$ cat config.mk
export PLATFORM = sky130hd
export DESIGN_NAME = ucup_mem_arbiter
export DESIGN_NICKNAME = d
export VERILOG_FILES = /design/src/rtl/ucup_mem_pkg.sv /design/src/rtl/ucup_id_fifo.sv /design/src/rtl/ucup_mem_arbiter.sv
export SDC_FILE = /design/constraint.sdc
export NUM_CORES = 1
export LEC_CHECK = 0
export ABC_AREA = 1
export CORE_AREA = 4 4 120 122
export CTS_CLUSTER_SIZE = 24
export DETAILED_ROUTE_END_ITERATION = 6
export DIE_AREA = 0 0 124 126
export PLACE_DENSITY = 0.56
export RECOVER_POWER = 100
export SYNTH_ARGS = -nofsm -noshare
export SYNTH_HDL_FRONTEND = slang
export SYNTH_SLANG_ARGS = --single-unit
$ cat constraint.sdc
create_clock -name clk_sys_i -period 5.6 [get_ports clk_sys_i]
set_input_delay 1.12 -clock clk_sys_i [delete_from_list [all_inputs] [get_ports clk_sys_i]]
set_output_delay 1.12 -clock clk_sys_i [all_outputs]
set_load 0.02 [all_outputs]
$ cat src/rtl/ucup_mem_pkg.sv
// Shared types for the ucup memory arbiter: arbitration mode and port-ID sizing.
package ucup_mem_pkg;

   typedef enum logic [0:0] {
      ARB_RR    = 1'b0,
      ARB_FIXED = 1'b1
   } arb_mode_e;

   // A single port still needs one ID bit so the FIFO has a non-zero width.
   function automatic int unsigned port_id_width(input int unsigned num_ports);
      return (num_ports > 1) ? $clog2(num_ports) : 1;
   endfunction

endpackage

$ cat src/rtl/ucup_id_fifo.sv
// In-order FIFO of port IDs for accepted requests; the head names the port that owns
// the next downstream response.
module ucup_id_fifo #(
   parameter int unsigned Depth = 4,
   parameter int unsigned Width = 1,
   localparam int unsigned CntW = $clog2(Depth + 1)
) (
   input  logic             clk_i,
   input  logic             rst_ni,
   input  logic             push_i,
   input  logic [Width-1:0] data_i,
   input  logic             pop_i,
   output logic [Width-1:0] data_o,
   output logic             full_o,
   output logic             empty_o,
   output logic [CntW-1:0]  count_o
);

   localparam int unsigned      PtrW     = (Depth > 1) ? $clog2(Depth) : 1;
   localparam logic [PtrW-1:0]  LastPtr  = PtrW'(Depth - 1);
   localparam logic [CntW-1:0]  DepthCnt = CntW'(Depth);

   logic [Width-1:0] mem_q [Depth];
   logic [Width-1:0] mem_d [Depth];
   logic [PtrW-1:0]  wr_ptr_q, wr_ptr_d;
   logic [PtrW-1:0]  rd_ptr_q, rd_ptr_d;
   logic [CntW-1:0]  count_q, count_d;
   logic             do_push;
   logic             do_pop;

   // Depth need not be a power of two, so wrap explicitly.
   function automatic logic [PtrW-1:0] ptr_inc(input logic [PtrW-1:0] p);
      return (p == LastPtr) ? '0 : p + 1'b1;
   endfunction

   assign full_o  = (count_q == DepthCnt);
   assign empty_o = (count_q == '0);
   assign count_o = count_q;
   assign data_o  = mem_q[rd_ptr_q];

   always_comb begin
      do_push  = push_i && !full_o;
      do_pop   = pop_i && !empty_o;
      mem_d    = mem_q;
      wr_ptr_d = wr_ptr_q;
      rd_ptr_d = rd_ptr_q;
      count_d  = count_q;
      if (do_push) begin
         mem_d[wr_ptr_q] = data_i;
         wr_ptr_d        = ptr_inc(wr_ptr_q);
      end
      if (do_pop) begin
         rd_ptr_d = ptr_inc(rd_ptr_q);
      end
      case ({do_push, do_pop})
         2'b10:   count_d = count_q + 1'b1;
         2'b01:   count_d = count_q - 1'b1;
         default: count_d = count_q;
      endcase
   end

   always_ff @(posedge clk_i or negedge rst_ni) begin
      if (!rst_ni) begin
         mem_q    <= '{default: '0};
         wr_ptr_q <= '0;
         rd_ptr_q <= '0;
         count_q  <= '0;
      end else begin
         mem_q    <= mem_d;
         wr_ptr_q <= wr_ptr_d;
         rd_ptr_q <= rd_ptr_d;
         count_q  <= count_d;
      end
   end

endmodule

$ cat src/rtl/ucup_mem_arbiter.sv
// N-to-1 memory request arbiter (round-robin or fixed priority) with in-order response
// routing back to the requesting port and a sticky orphan-response flag.
module ucup_mem_arbiter
   import ucup_mem_pkg::*;
#(
   parameter int unsigned NumPorts       = 2,
   parameter int unsigned AddrWidth      = 32,
   parameter int unsigned DataWidth      = 32,
   parameter int unsigned MaxOutstanding = 4,
   parameter arb_mode_e   ArbMode        = ARB_RR,
   localparam int unsigned BeWidth       = DataWidth / 8,
   localparam int unsigned CntW          = $clog2(MaxOutstanding + 1)
) (
   input  logic                          clk_sys_i,
   input  logic                          rst_sys_ni,
   input  logic [NumPorts-1:0]           host_req_i,
   input  logic [NumPorts-1:0]           host_we_i,
   input  logic [NumPorts*BeWidth-1:0]   host_be_i,
   input  logic [NumPorts*AddrWidth-1:0] host_addr_i,
   input  logic [NumPorts*DataWidth-1:0] host_wdata_i,
   output logic [NumPorts-1:0]           host_gnt_o,
   output logic [NumPorts-1:0]           host_rvalid_o,
   output logic [NumPorts*DataWidth-1:0] host_rdata_o,
   output logic                          mem_req_o,
   output logic                          mem_we_o,
   output logic [BeWidth-1:0]            mem_be_o,
   output logic [AddrWidth-1:0]          mem_addr_o,
   output logic [DataWidth-1:0]          mem_wdata_o,
   input  logic                          mem_gnt_i,
   input  logic                          mem_rvalid_i,
   input  logic [DataWidth-1:0]          mem_rdata_i,
   output logic [CntW-1:0]               outstanding_o,
   output logic                          err_o
);

   localparam int unsigned IdW = port_id_width(NumPorts);

   logic [IdW-1:0] prio_ptr;
   logic [IdW-1:0] win_id;
   logic [IdW-1:0] win_lo;
   logic [IdW-1:0] win_hi;
   logic           found_lo;
   logic           found_hi;
   logic           any_req;
   logic           handshake;
   logic           fifo_full;
   logic           fifo_empty;
   logic [IdW-1:0] head_id;
   logic           err_q, err_d;

   // win_hi is the first requester at or above the pointer; win_lo the first overall,
   // used when nothing at or above the pointer requests. Fixed mode pins the pointer to 0.
   always_comb begin
      win_lo   = '0;
      win_hi   = '0;
      found_lo = 1'b0;
      found_hi = 1'b0;
      for (int i = int'(NumPorts) - 1; i >= 0; i--) begin
         if (host_req_i[i]) begin
            win_lo   = IdW'(i);
            found_lo = 1'b1;
            if (i >= int'(prio_ptr)) begin
               win_hi   = IdW'(i);
               found_hi = 1'b1;
            end
         end
      end
      any_req = found_lo;
      win_id  = found_hi ? win_hi : win_lo;
   end

   // A full ID FIFO stalls the request even if a response pops it this cycle.
   assign mem_req_o = any_req && !fifo_full;
   assign handshake = mem_req_o && mem_gnt_i;

   always_comb begin
      mem_we_o    = 1'b0;
      mem_be_o    = '0;
      mem_addr_o  = '0;
      mem_wdata_o = '0;
      host_gnt_o  = '0;
      for (int i = 0; i < int'(NumPorts); i++) begin
         if (win_id == IdW'(i)) begin
            mem_we_o      = host_we_i[i];
            mem_be_o      = host_be_i[i*BeWidth +: BeWidth];
            mem_addr_o    = host_addr_i[i*AddrWidth +: AddrWidth];
            mem_wdata_o   = host_wdata_i[i*DataWidth +: DataWidth];
            host_gnt_o[i] = handshake;
         end
      end
   end

   always_comb begin
      host_rvalid_o = '0;
      host_rdata_o  = '0;
      for (int i = 0; i < int'(NumPorts); i++) begin
         if (!fifo_empty && (head_id == IdW'(i))) begin
            host_rvalid_o[i]                         = mem_rvalid_i;
            host_rdata_o[i*DataWidth +: DataWidth]   = mem_rdata_i;
         end
      end
      err_d = err_q | (mem_rvalid_i && fifo_empty);
   end

   ucup_id_fifo #(
      .Depth (MaxOutstanding),
      .Width (IdW)
   ) u_id_fifo (
      .clk_i   (clk_sys_i),
      .rst_ni  (rst_sys_ni),
      .push_i  (handshake),
      .data_i  (win_id),
      .pop_i   (mem_rvalid_i),
      .data_o  (head_id),
      .full_o  (fifo_full),
      .empty_o (fifo_empty),
      .count_o (outstanding_o)
   );

   if (ArbMode == ARB_RR) begin : g_rr
      logic [IdW-1:0] rr_ptr_q, rr_ptr_d;

      always_comb begin
         rr_ptr_d = rr_ptr_q;
         if (handshake) begin
            rr_ptr_d = (win_id == IdW'(NumPorts - 1)) ? '0 : win_id + 1'b1;
         end
      end

      always_ff @(posedge clk_sys_i or negedge rst_sys_ni) begin
         if (!rst_sys_ni) begin
            rr_ptr_q <= '0;
         end else begin
            rr_ptr_q <= rr_ptr_d;
         end
      end

      assign prio_ptr = rr_ptr_q;
   end else begin : g_fixed
      assign prio_ptr = '0;
   end

   always_ff @(posedge clk_sys_i or negedge rst_sys_ni) begin
      if (!rst_sys_ni) begin
         err_q <= 1'b0;
      end else begin
         err_q <= err_d;
      end
   end

   assign err_o = err_q;

endmodule

; ---- Word level (Yosys, flattened, before mapping)
; Cells that the tools add are included.
[totals]
regBits = 13
latch_bits = 0
mem_bits_rw = 0
rom_bits = 0
in_bits = 176
out_inout_bits = 142
memories = 0
[classes]
add_sub_neg = 5
n_mul = 0
n_div = 0
n_lt_le_gt_ge = 4
n_eq_ne = 5
shifts = 0
n_mux = 28
bitwise = 4
n_reduce_logical = 12
[ops]
columns = operator, count
row1 = two-way mux 32 bit, 4
row2 = two-way mux 1 bit, 17
row3 = logical AND 1 bit, 8
row4 = "equality test 2 bit, second input constant", 3
row5 = "greater-or-equal comparator 3 bit, second input constant", 2
row6 = inverter 2 -> 3 bit, 2
row7 = case mux 3 bit (2 select lines), 1
row8 = "adder 2 x 1 -> 2 bit, second input constant", 2
row9 = bitwise mux 4 bit, 1
row10 = two-way mux 2 bit, 2
row11 = two-way mux 4 bit, 1
row12 = "adder 3 x 1 -> 3 bit, second input constant", 1
row13 = "equality test 3 bit, second input constant", 1
row14 = logical NOT 3 bit, 1
row15 = "less-than comparator 3 x 1 -> 1 bit, second input constant", 1
row16 = "subtractor 3 x 1 -> 3 bit, second input constant", 1
row17 = binary-select mux 1 bit (select 2 bit), 1
row18 = demux 1 bit (select 2 bit), 1
row19 = "equality test 2 x 1 -> 1 bit, second input constant", 1
row20 = logical NOT 1 bit, 2
row21 = nonzero test 2 bit, 1
row22 = "adder 1 bit, second input constant", 1
row23 = "greater-or-equal comparator 1 bit, first input constant", 1
row24 = inverter 1 bit, 1
row25 = bitwise OR 1 bit, 1

; ---- Longest topological paths before layout
; Gate-level depths: netlist of the first run.
[depth]
ltp_word = 7
ltp_mapped = 10
mapped_depth_nobuf = 10

; ---- Hierarchy
; From an unflattened synthesis of the first run, not the netlist that was laid out.
[unflattened]
cells_unflattened = 430
hier_area_um2 = 2354.8
[by_module_without_submodules]
columns = mod, n_inst, cells_each, area_per_inst_um2
row1 = ucup_mem_arbiter, 1, 350, 1674.1
row2 = ucup_id_fifo, 1, 80, 680.7

; ---- Least setup slack after synthesis of the first run
; Ideal clock, no wire load.
[synth_path]
path_kind = input to output
startpoint = input port mem_gnt_i
endpoint = output port host_gnt_o[0]
t_arrival_ps = 1902
path_slack_ps = 2578
stages = 3
n_path_buf = 1
cell_sequence = clkbuf_1 nand3_2 nor2_1
[synth_between]
elab_chain_cells = 2
[synth_rtl]
columns = element, line
row1 = from (decl), ucup_mem_arbiter.sv:29  ; input logic mem_gnt_i,
row2 = logical AND 1 bit, ucup_mem_arbiter.sv:74  ; assign handshake = mem_req_o && mem_gnt_i;
row3 = two-way mux 1 bit, ucup_mem_arbiter.sv:83  ; if (win_id == IdW'(i)) begin
row4 = to (decl), ucup_mem_arbiter.sv:21  ; output logic [NumPorts-1:0] host_gnt_o,
; Every way passes these cells.

; ---- Final worst setup path of the first run
[layout_path]
startpoint = input port host_req_i[1]
endpoint = output port mem_wdata_o[2]
[layout_between]
elab_chain_cells = 5
elab_cells_between_ends = 8
cone_classes = 8 x mux
[layout_rtl]
columns = element, line
row1 = from (decl), ucup_mem_arbiter.sv:16  ; input logic [NumPorts-1:0] host_req_i,
row2 = two-way mux 1 bit (*), ucup_mem_arbiter.sv:59  ; if (host_req_i[i]) begin
row3 = two-way mux 1 bit, ucup_mem_arbiter.sv:62  ; if (i >= int'(prio_ptr)) begin
row4 = two-way mux 1 bit, ucup_mem_arbiter.sv:59
row5 = two-way mux 1 bit (*), ucup_mem_arbiter.sv:69  ; win_id = found_hi ? win_hi : win_lo;
row6 = two-way mux 32 bit (*), ucup_mem_arbiter.sv:83
row7 = to (decl), ucup_mem_arbiter.sv:28  ; output logic [DataWidth-1:0] mem_wdata_o,
; Mark *: on every way between the ends. The rest lies on a longest branch, timed or not.

==> results of run 1 <==
==> worst reg2reg max path: cells and delay by family (launching register included) <==
kind | cells | cell delay [ps]
xor gates and xnor gates | 1 | 140
adders and majority gates | 2 | 580
buffers and inverters | 1 | 60
DFF | 1 | 410
and+or+nand+nor | 5 | 990
==> final cells by class <==
| cell class | count | area (um2) | share of cell area [%] |
|---|---|---|---|
| multi-input cells | 338 | 1490 | 27.1 |
| inverters | 45 | 169 | 3.08 |
| flip-flops and latches | 13 | 325 | 5.92 |
| repair buffers | 319 | 3210 | 58.5 |
| clock buffers | 4 | 78.8 | 1.44 |
| well taps | 176 | 220 | 4.01 |
==> power groups by stage <==
stage                     Clock, mW  Sequential (mW)  Combinational [mW]
after floorplan                   0            0.187                1.02
after global placement            0            0.182                1.88
after detailed placement          0            0.182                1.89
after CTS                     0.138            0.181                1.90
after global routing          0.141            0.190                1.89
final                         0.133            0.180                1.74
==> layer usage <==
layer / global-route usage, % / vias to the layer above / wire length [um] / share of wire, %
met2: 28.9 / 183 / 6600 / 55
met4: 2.84 / 0 / 140 / 1.2
li1: - / 1823 / - / -
met1: 13.7 / 1417 / 4060 / 34
met3: 3.68 / 10 / 1240 / 10
met5: 0 / - / 0 / 0
==> cell families after synthesis <==
family | synth area share (%)
AND/OR/NAND/NOR | 62.7
adder cells (fa/ha/maj) | 4.46
XOR/XNOR | 0.821
AO/OA/AOI/OAI | 2.17
buffers and inverters | 14.6
flip-flops | 15.2
==> layout by cell type, fill, tap and decap left out, drive strengths merged <==
cell type / count
or2: 2
fa: 1
o21ai: 4
clkdlybuf4s50: 175
clkbuf: 4
ha: 6
dfrtp: 13
inv: 45
a21oi: 3
nand2: 234
nand4: 8
dlygate4sd3: 142
xor2: 1
xnor2: 1
nand3: 4
o21bai: 1
nor2: 73
buf: 2
==> final timing paths <==
path,from,endpoint,slack (ps)
min in group asynchronous,rst_sys_ni,u_id_fifo.count_o[1],1330
hold / removal,err_o,err_o,470
max in group asynchronous,rst_sys_ni,u_id_fifo.rd_ptr_q[1],3890
setup reg to reg,u_id_fifo.count_o[1],u_id_fifo.count_o[2],3340
hold reg to reg,err_o,err_o,470
setup / recovery,host_req_i[1],mem_wdata_o[2],1060
==> metrics by stage <==
stage,area [um2],util [%]
5_1_grt,5490,41.6
4_1_cts,5510,41.8
3_5_place_dp,5430,41.2
6_report,5490,41.6
3_3_place_gp,5430,41.2
2_1_floorplan,2130,-
==> sequential cells by signal (all words and copies together) (netlist names) <==
name / count
err_o: 1
g_rr.rr_ptr_q: 1
u_id_fifo.count_o: 3
u_id_fifo.mem_q: 4
u_id_fifo.rd_ptr_q: 2
u_id_fifo.wr_ptr_q: 2
==> summary.txt, run 1 <==
Run status
  – Status: finished, violations left
  – Failing checks: max-capacitance violations, max-slew violations

Route
  – Routed len/inst: 13.4 um
  – Final WL: 12,000 um
  – DRC viols: 0
  – Drt pass-1 iters: 4
  – Vias: 3,433
  – Antenna Violating Nets Remaining: 0
  – Vias per cell: 3.84
  – Initial DRC Count: 155

Synth
  – Synth top area cells: nand2_1, dfrtp_1, nor2_2
  – Most used flip-flop cell after synthesis: dfrtp_1
  – Top post-synthesis cells by count: nand2_1, inv_1, nor2_1, nor2_2, dfrtp_1
  – Post-Syn Nets: 601
  – Area leader, netlist: nand2_1
  – EDFF count, synth: 0
  – FFs w/ async S/R, synth: 100%
  – Post-synthesis area per instance: 5.10 um2
  – Share of the synthesized area in the top cell type: 40.6%
  – Flop and latch count out of synthesis: 13
  – Synth Instances: 418
  – Mapped Area: 2130 um2
  – Sequential share of the synthesized area: 15.2%
  – Yosys cell types: 24
  – Warnings, synthesis: 0
  – Most common cell in the synthesized netlist: nand2_1

Setup path
  – Slowest CP cell: dlygate4sd3_1
  – Crit path kind: input pin to primary output
  – Critical Path RT: 4480 ps
  – CP bufs+invs: 5
  – CP Data Arrival Time: 3420 ps
  – CP max stage delay: 650 ps
  – WP depth: 8
  – Cell chain of the critical path: dlygate4sd3_1 -> inv_1 -> nor2_4 -> inv_2 -> buf_12 -> nand2_1 -> nand2_1 -> dlygate4sd3_1
  – CP Capture Type: primary output
  – R2R depth: 9
  – Startpoint types: input pin
  – CP Max Fanout: 70
  – Family with the most delay on the worst path: buffers and inverters

Pwr
  – Worst vdd ir: 210 uV
  – Gate power share: 84.7%
  – Cell Int Power: 0.967 mW
  – Overall power: 2.05 mW
  – Fraction of power consumed by the clock network: 6.5%
  – PD cells: 373 nW/um2
  – Switching power: 1.08 mW
  – Net Sw Frac: 52.8%
  – Leak: 2.77 nW
  – Seq pwr share: 8.8%

Die
  – Initial Utilization: 16.2%
  – Io pins: 318
  – Die span in y: 126 um
  – Die W: 124 um
  – Die Area: 15,600 um2
  – Core Area: 13,200 um2
  – Cell Rows: 42

Clocking
  – Clock transition at path regs: 40 ps
  – Clock sinks: 13
  – CTS tree: done
  – Clk_lat worst skew: 240 ps
  – Post-CTS Resized: 0
  – Cts hold-fix bufs: 0
  – Num CTS Buffers: 3
  – H-tree Lvls: 1
  – Post-CTS Setup Inserts: 0
  – Root Driver: clkbuf_16
  – Clock Path Buffers: 2

STA
  – RSZ-0062 raised after global routing: no
  – Final WS setup: 1060 ps
  – Fin Clk Skew: 1.78 ps
  – Final Slew Violations: 34
  – Final Hold Viols: 0
  – Tightest Pin Transition: 1660 ps
  – Crit share post-route: 81.0%
  – Final setup fails: 0
  – Hold_ws: 470 ps
  – Slew margin rel.: -10.8%
  – Fmax: 0.220 GHz
  – Setup TNS: 0 ps
  – Clock period minus worst slack: 4540 ps

GRT
  – Antenna violations before repair: 0
  – GRT Total Usage: 14.1%
  – Largest net degree at the start of global routing: 71
  – Vias in the first global route: 3,459
  – Global-route wire length before repair: 17,600 um
  – Total gr overflow: 0

Layout
  – Non-filler instance count after layout: 895
  – Fill count: 1,351
  – ANT cells: 0
  – Fin nets: 903
  – Area delta synth->final: 157%
  – Layout cell share with drive strength beyond 1: 6.26%

Hold path
  – Hold Path Class: flip-flop to flip-flop
  – Hold path depth: 1

Place
  – Number of port buffers: 317
  – Placed Cells: 891
  – RePlAce Congestion: 0.887
  – Final HPWL DP: 10,500 um
  – Dpl ws: 1220 ps

Run
  – Max-Cap Viols: 1
No activity file was read; power rests on OpenSTA's default activity.
==> inputs of run 2 (changes only) <==
- CORE_AREA: 4 4 120 122 -> 4 4 121 123
- DIE_AREA: 0 0 124 126 -> 0 0 125 127
- PLACE_DENSITY: 0.56 -> 0.55
- clock period: 5.6 -> 4.2 ns (I/O delays scaled with it)
==> run 2 against run 1 <==
The run still ends with max-capacitance violations, max-slew violations left. Sequential share of layout area barely moved. Clock skew hardly changed. Worst setup slack got worse by 710 ps. Final cell count rose by 0.67%. Cell area up 0.18%. Total power rose by 34%. Non-clock buffer count grew 2. Hold slack worse by 1.1 ps. Largest power group unchanged.
==> summary.txt, run 2 (same netlist as run 1, synthesis figures left out) <==
Setup path
  – CP Max Fanout: 27 (-61%)
  – R2R Setup Slk: 1860 ps (-1480 ps)
  – Startpoint types: input pin
  – CP Data Arrival Time: 3010 ps (-410 ps)
  – CP bufs+invs: 4 (-1)
  – CP Capture Type: primary output
  – Slowest CP cell: dlygate4sd3_1
  – Critical Path RT: 3360 ps (-1120 ps)
  – Reg-to-Reg Start: u_id_fifo.count_o[1]
  – CP startpoint: host_req_i[0]
  – CP max stage delay: 670 ps (+20 ps)
  – Family with the most delay on the worst path: buffers and inverters
  – Cell chain of the critical path: dlygate4sd3_1 -> inv_1 -> nor2_1 -> nor2_4 -> buf_4 -> nand2_1 -> nand2_1 -> dlygate4sd3_1
  – Crit path kind: input pin to primary output

Route
  – Final WL: 12,400 um (+3.0%)
  – Vias: 3,546 (+3.3%)
  – Initial DRC Count: 103 (-34%)
  – Vias per cell: 3.94 (+2.6%)
  – Drt pass-1 iters: 4 (unchanged)
  – Antenna Violating Nets Remaining: 0 (unchanged)
  – DRC viols: 0 (unchanged)
  – Routed len/inst: 13.8 um (+2.4%)

Hold path
  – Hold Path Class: flip-flop to flip-flop
  – Min-delay src: err_o

STA
  – Fmax: 0.260 GHz
  – Final Slew Violations: 34 (unchanged)
  – Fin Clk Skew: 1.72 ps (-0.0601 ps)
  – Final WS setup: 355 ps (-709 ps)
  – Crit share post-route: 91.6%
  – Final setup fails: 0 (unchanged)
  – RSZ-0062 raised after global routing: no
  – Tightest Pin Transition: 1690 ps (+37.0 ps)
  – Clock period minus worst slack: 3850 ps
  – Slew margin rel.: -13.2% (-2.5 points)
  – Setup TNS: 0 ps (unchanged)
  – Final Hold Viols: 0 (unchanged)

Pwr
  – Worst vdd ir: 282 uV (+34%)
  – Gate power share: 84.6% (about the same)
  – Switching power: 1.46 mW (+35%)
  – PD cells: 501 nW/um2 (+34%)
  – Seq pwr share: 8.9% (about the same)
  – Net Sw Frac: 53.0% (+0.17 points)
  – Fraction of power consumed by the clock network: 6.5% (about the same)
  – Leak: 2.77 nW (+0.14%)
  – Cell Int Power: 1.30 mW (+34%)

Clocking
  – Root Driver: clkbuf_16
  – Post-CTS Resized: 0 (unchanged)
  – Clock Path Buffers: 2 (unchanged)
  – H-tree Lvls: 1 (unchanged)
  – Clock sinks: 13 (unchanged)
  – Num CTS Buffers: 3 (unchanged)
  – Clk_lat worst skew: 240 ps (about the same)
  – Clock transition at path regs: 40 ps (about the same)
  – Post-CTS Setup Inserts: 0 (unchanged)
  – CTS tree: done
  – Cts hold-fix bufs: 0 (unchanged)

GRT
  – Largest net degree at the start of global routing: 71 (unchanged)
  – Total gr overflow: 0 (unchanged)
  – Antenna violations before repair: 1 (+1)
  – Vias in the first global route: 3,618 (+4.6%)
  – Global-route wire length before repair: 18,400 um (+4.3%)
  – GRT Total Usage: 14.2% (+0.12 points)

Place
  – RePlAce Congestion: 0.894 (+0.87%)
  – Final HPWL DP: 10,800 um (+3.3%)
  – Number of port buffers: 317 (unchanged)
  – Dpl ws: 501 ps (-715 ps)

Layout
  – Most frequent cells in the layout: nand2_1, clkdlybuf4s50_1, dlygate4sd3_1
  – Post-route core utilization: 40.3% (-1.4 points)
  – Fill count: 1,441 (+6.7%)
  – Layout cell share with drive strength beyond 1: 6.66% (+0.40 points)
  – Commonest non-fill, non-tap cell in the layout: nand2_1
  – Max FFs per register: 4 (unchanged)
  – Area delta synth->final: 158%
  – FF/Latch Area: 325 um2 (unchanged)
  – Largest register by flop count: u_id_fifo.mem_q
  – Combined area of the multi-input logic cells: 1490 um2 (+0.17%)
  – Fin nets: 905 (+0.22%)
  – ANT cells: 0 (unchanged)

Die
  – Die Area: 15,900 um2 (+1.6%)
  – Core Area: 13,700 um2 (+3.6%)
  – Die span in y: 127 um (+0.79%)
  – Io pins: 318 (unchanged)
  – Initial Utilization: 15.6% (-0.56 points)
  – Cell Rows: 43 (+2.4%)
  – Die W: 125 um (+0.81%)

Run status
  – Status: finished, violations left
  – Failing checks: max-capacitance violations, max-slew violations

Run
  – Max-Cap Viols: 1 (unchanged)
-- run 2: worst reg2reg max path, cell delays in order (launching register included) --
cell and delay (ps):
dfrtp_1 410, nor2_2 190, nand2_1 160, nand3_1 320
ha_1 220, inv_1 60, fa_1 370, or2_2 300
nand2_1 80, xor2_1 150
-- run 2: power groups by stage --
stage	clock, mW	combinational (mW)	sequential (mW)
after floorplan	0	1.36	0.249
after global placement	0	2.51	0.244
after detailed placement	0	2.53	0.247
after CTS	0.186	2.53	0.246
after global routing	0.192	2.52	0.253
final	0.181	2.33	0.244
-- run 2: final timing paths --
check                                       endpoint  cells after the start
worst max-delay path                  mem_addr_o[30]                      8
worst min-delay path                           err_o                      1
worst max register to register  u_id_fifo.count_o[2]                      9
worst min register to register                 err_o                      1
max in group asynchronous         u_id_fifo.mem_q[1]                      1
min in group asynchronous       u_id_fifo.count_o[1]                      1
-- run 2: metal layers --
metal,track usage (%),vias to the layer above,wire length (um),share of wire [%]
li1,-,1829,-,-
met1,14.3,1504,4400,36
met2,28.5,194,6640,54
met3,4.06,17,1110,9.0
met4,3.44,2,231,1.9
met5,0,-,11,0.089
-- run 2: layout make-up --
| cell class | instances | area share [%] |
|---|---|---|
| clock buffer | 4 | 1.43 |
| inverter | 45 | 3.07 |
| multi-input combinational | 338 | 27.1 |
| sequential | 13 | 5.91 |
| tap | 180 | 4.09 |
| timing repair buffer | 321 | 58.4 |
-- run 2: stage by stage --
stage | instances | power [mW] | hold WS, ps | cell area [um2]
2_1_floorplan | 418 | 1.61 | 450 | 2130
3_3_place_gp | 897 | 2.75 | 460 | 5440
3_5_place_dp | 897 | 2.77 | 469 | 5440
4_1_cts | 901 | 2.97 | 482 | 5520
5_1_grt | 901 | 2.96 | 508 | 5500
6_report | 901 | 2.76 | 469 | 5500
